### src/rtl/wb_mem_slave_model_ram.sv
// wb_mem_bytelane_ram: DEPTH x DW storage with per-byte-lane write enables and a
// per-word valid bit.
// Ports:
//   clk, rst_n - clock; asynchronous active-low reset (clears valid bits only)
//   wr_en      - commit a write to word idx this cycle
//   idx        - word index for both the write and the combinational read
//   wr_sel     - byte lanes to update
//   wr_dat     - write data
//   rd_dat     - stored word at idx
//   rd_vld     - word at idx has been written since reset
module wb_mem_bytelane_ram #(
  parameter int unsigned   DW        = 32,
  parameter int unsigned   DEPTH     = 16,
  parameter int unsigned   IW        = 4,
  parameter logic [DW-1:0] INIT_FILL = '0
) (
  input  logic            clk,
  input  logic            rst_n,
  input  logic            wr_en,
  input  logic [IW-1:0]   idx,
  input  logic [DW/8-1:0] wr_sel,
  input  logic [DW-1:0]   wr_dat,
  output logic [DW-1:0]   rd_dat,
  output logic            rd_vld
);
  logic [DW-1:0]    mem [DEPTH];
  logic [DEPTH-1:0] vld;

  // A partial write to a never-written word fills the unselected lanes with
  // the init pattern, so later reads see init bytes rather than stale data.
  always_ff @(posedge clk) begin
    if (wr_en) begin
      for (int l = 0; l < int'(DW / 8); l++) begin
        if (wr_sel[l])
          mem[idx][8*l +: 8] <= wr_dat[8*l +: 8];
        else if (!vld[idx])
          mem[idx][8*l +: 8] <= INIT_FILL[8*l +: 8];
      end
    end
  end

  always_ff @(posedge clk or negedge rst_n) begin
    if (!rst_n)
      vld <= '0;
    else if (wr_en && (|wr_sel))
      vld[idx] <= 1'b1;
  end

  assign rd_dat = mem[idx];
  assign rd_vld = vld[idx];
endmodule

### config.mk
export PLATFORM = sky130hd
export DESIGN_NAME = wb_mem_bytelane_ram
export DESIGN_NICKNAME = d
export VERILOG_FILES = /design/src/rtl/wb_mem_slave_model_ram.sv
export SDC_FILE = /design/constraint.sdc
export NUM_CORES = 1
export LEC_CHECK = 0
export ABC_CLOCK_PERIOD_IN_PS = 5400
export CORE_ASPECT_RATIO = 0.7
export CORE_MARGIN = 5
export CORE_UTILIZATION = 44
export DETAILED_ROUTE_END_ITERATION = 8
export PLACE_DENSITY = 0.64
export SLEW_MARGIN = 20
export SYNTH_ARGS = -nofsm -noshare
export SYNTH_HDL_FRONTEND = slang
export SYNTH_SLANG_ARGS = --single-unit
### constraint.sdc
create_clock -name clk -period 5.4 [get_ports clk]
set_input_delay 1.08 -clock clk [delete_from_list [all_inputs] [get_ports clk]]
set_output_delay 1.08 -clock clk [all_outputs]
set_load 0.05 [all_outputs]
Word-level counts from Yosys, hierarchy flattened
Memories as Yosys holds them, arrays and structs flattened.
Index checks and enable logic that the tools add are counted.
{"block": "classes", "n_lt_le_gt_ge": 2, "n_mux": 33, "bitwise_logic": 5, "n_reduce_logical": 3}
{"op": "8-bit two-way mux", "count": 4}
{"op": "1-bit two-way mux", "count": 27}
{"op": "16-bit OR", "count": 1}
{"op": "4-bit by 5-bit less-than comparator with 1-bit output (second input constant)", "count": 1}
{"op": "1-bit binary-select mux with 4-bit select", "count": 1}
{"op": "1-bit demux with 4-bit select", "count": 1}
{"op": "4-bit by 1-bit greater-or-equal comparator with 1-bit output (second input constant)", "count": 1}
{"op": "1-bit OR", "count": 4}
{"op": "4-bit OR reduction", "count": 1}
{"op": "1-bit logical AND", "count": 2}
{"block": "word_totals", "regBits": 16, "ramBits": 512, "input_bits": 43, "word_cells": 45, "mem_count": 1}
{"memory": "mem", "words": 16, "width": 32, "read_ports": 1, "rd_clocked_by_memory_dff": 0, "wr": 1, "line": "26", "source": "logic [DW-1:0] mem [DEPTH];"}

Depth between registers and ports, before layout
{"block": "depth", "ltp_word": 7, "ltp_mapped": 7}

Least setup slack after synthesis
OpenSTA, ideal clock, no wires.
{"block": "synth_path", "path_type": "input-to-output", "from": "in idx[0]", "to": "out rd_vld", "arrival_ps": 3071, "slack_ps": 1249, "stages": 5, "path_buffers": 2, "path_cell_list": "buf_6 > buf_12 > mux2i_1 > a22o_1 > o31ai_1"}
{"block": "synth_via", "elab_chain_len": 2}
{"item": "start: declaration", "line": "20", "source": "input logic [IW-1:0] idx,"}
{"item": "1-bit binary-select mux with 4-bit select", "line": "50", "source": "assign rd_vld = vld[idx];"}
{"item": "1-bit two-way mux (implied by the code)", "line": "50"}
{"item": "end: declaration", "line": "24", "source": "output logic rd_vld"}
Every way passes these cells. The select of a mux whose other input is x is not followed.

Final worst setup path
{"block": "layout_path", "from": "in idx[0]", "to": "out rd_dat[27]"}
{"block": "layout_via", "elab_chain_len": 1}
{"item": "memory read 16 x 32 bit"}
{"item": "end: declaration", "line": "23", "source": "output logic [DW-1:0] rd_dat,"}
Every way passes these cells.

==> reports/results.tsv <==
stage	metric	value	unit
synthesis	Yosys reg bits	528	
floorplanning	Core ar.	0.04753	sq mm
synthesis	Synth Warn #	0	
final_layout	Area Growth Syn to Fin	17.08	%
worst_hold_path	Hold Crit Class	register to register	
drt	Post-route DRC	0	
floorplanning	Die X	271.1	um
synthesis	ys async rst share	0.03030	
drt	Via density	5.663	
timing	Max Slew Vio Count	0	
global_route	global-route wire length before repair	68.54	mm
timing	hold_ws	0.4515	ns
place	Placer Congestion	0.8547	
final_layout	antenna cells	0	
global_route	GR Overflow Total	0	
worst_setup_path	CP max stage cell	clkdlybuf4s50_1	
clock_network	Hold Buf Count CTS	0	
power	P_leak	8.101	nW
drt	Pre-Repair DR Iteration Count	5	
final_layout	commonest non-fill, non-tap cell in the layout	edfxtp_1	
power	PwrDens	355.2	mW/mm^2
drt	Post-Route WL	46.33	mm
synthesis	Distinct cells, synth	35	
clock_network	Clk Latency, worst-skew pair	0.58	ns
clock_network	Clock Pin Slew Worst Setup and Hold Paths	0.06	ns
timing	final worst-path cycle share	0.8854	
timing	Final setup viols	0	
final_layout	NumNets Final	1143	
worst_setup_path	WP data required	4.32	ns
drt	drt wl/cell	26.31	um
clock_network	postcts setup bufs	0	
clock_network	CTS sink cnt	528	
worst_setup_path	Worst EP arrival	3.70	ns
clock_network	post-CTS sizing	0	
clock_network	Clock Path Buffers	3	
floorplanning	Initial Utilization	0.4416	
synthesis	Syn Area/Cell	22.87	sq um
clock_network	CTS Buf Count	50	
worst_setup_path	kind of end point of the critical path	output pin	
floorplanning	row cnt	67	
timing	Final min period	4.781	ns
worst_setup_path	CP max FO	38	
synthesis	biggest area consumer among synthesized cells	edfxtp_1	
synthesis	Synth Cell Area	0.02099	sq mm
timing	Relative slew margins	0.2671	
place	Area after DPL	0.02299	sq mm
worst_setup_path	CP top delay family	buffers and inverters	
timing	clock skew	0.01881	ns
power	Max IR drop VDD	0.0002084	V
global_route	GRT Resource Usage Total	0.1785	
clock_network	TritonCTS clock tree	built	
global_route	vias in the first global route	10270	
worst_setup_path	Cell Chain, Critical Path	clkbuf_8 > buf_4 > mux4_1 > mux4_2 > clkdlybuf4s50_1	
worst_setup_path	WP buf/inv	3	
synthesis	number of flops mapped to enable cells by yosys	512	
worst_setup_path	Setup crit start kind	primary input	
worst_setup_path	Worst Path Class, Setup	primary input to output pin	
global_route	initial antenna violation count	0	
synthesis	Post-synth top flop	edfxtp_1	
floorplanning	Die Y	192.7	um
synthesis	register area share after synthesis	0.7515	
synthesis	Synth area leaders	edfxtp_1 73%, mux4_2 12%, mux4_1 5.5%	
synthesis	Mapped Nets	961	
flow_run	Max-Cap Viols	0	
floorplanning	I/O pin total	76	
timing	RSZ-0062 raised after global routing	false	
worst_setup_path	reg-to-reg setup timing slack	2.89	ns
timing	Hold Vio Cnt, Final	0	
global_route	maximum number of pins on one net before global-route repair	67	
synthesis	Cells after Synth	918	
drt	First DRT Iteration DRCs	984	
place	port buffer count	75	
final_layout	layout cells sized above 1	0.2772	
clock_network	clock root buffer master	clkbuf_16	
clock_network	# H-tree levels	2	
floorplanning	Die Area	0.05225	sq mm
timing	sum of negative setup slack	0	ns
final_layout	commonest cells after routing, fill and taps aside	512 x edfxtp_1, 116 x mux4_2, 102 x buf_4	
drt	Final ANT Viol Nets	0	
place	Post-DP HPWL	27.79	mm
status	status	complete, no violations	
timing	Least-Margin Pin Slew	1.095	ns
final_layout	post-route design area	0.02458	sq mm
worst_setup_path	max incr delay on CP	0.73	ns
timing	Max Fclk	209.1	MHz
synthesis	Yosys top cell area share	0.7324	
drt	vias	9973	
==> worst register-to-register path, cell delays in order (launching register included) <==
cell	delay, ns
dfrtp_1	0.39
mux2_2	0.29
o22ai_2	0.47
nor4_4	0.13
nor2_1	0.85
==> area by class of cell <==
cell class / instances / area [sq um]
clock buffer: 61 / 1292
clock inverter: 31 / 275.3
fill: 3627 / 22950
inverter: 1 / 3.754
multi-input combinational: 346 / 4937
sequential: 528 / 15780
tap: 621 / 777.0
timing repair buffer: 173 / 1516
==> registers in the layout (all words and copies together) (netlist names) <==
signal  cells
mem       512
vld        16
==> logic make-up after synthesis <==
logic type      after synthesis  share of synthesized area
flops                       528                     0.7515
mux                         168                     0.1836
compound gates               33                    0.01276
simple gates                145                    0.03773
buf+inv                      44                    0.01436
==> power by group <==
group,internal (mW),switching (mW)
clock network,1.90,1.47
registers,4.60,0.0206
logic,0.297,0.433
total,6.80,1.93
==> synthesized netlist by cell type, types with 2 or more instances <==
library cell and number:
nor2b_1 8, edfxtp_1 512, nor3b_1 32, mux2i_1 3, a21oi_1 4, clkbuf_1 17
mux4_1 44, nor4_4 4, buf_2 5, nor2_1 67, and2_1 2, nand2b_1 6
mux4_2 116, buf_6 12, buf_12 2, a21o_1 16, mux2_2 5, nand2_1 18
nor4_1 5, o22a_1 2, a211oi_2 4, dfrtp_1 16, buf_4 2, buf_1 5
==> final timing paths <==
| kind | start | endpoint | depth (start not counted) |
|---|---|---|---|
| worst max-delay path | idx[0] | rd_dat[27] | 5 |
| worst min-delay path | vld[10] | vld[10] | 1 |
| worst max register to register | vld[11] | mem[9][3] | 4 |
| worst min register to register | vld[10] | vld[10] | 1 |
| max in group asynchronous | rst_n | vld[2] | 1 |
| min in group asynchronous | rst_n | vld[0] | 1 |
==> metal layers <==
layer / global-route usage / share of wire
met1: 0.2643 / 0.45
met4: 0.03918 / 0.018
met3: 0.03840 / 0.071
met5: 0 / 0
met2: 0.2776 / 0.46
==> per-stage QoR <==
step                instances  utilization  worst slack (ns)  power [mW]
floorplan                 918            -             1.249       5.175
global placement         1669       0.4836            0.5894       5.435
detailed placement       1669       0.4838            0.5903       5.449
CTS                      1761       0.5168            0.5662       8.801
global route             1761       0.5171            0.5047       9.027
finish                   1761       0.5171            0.6186       8.729
Power figures use the tool's default switching activity.
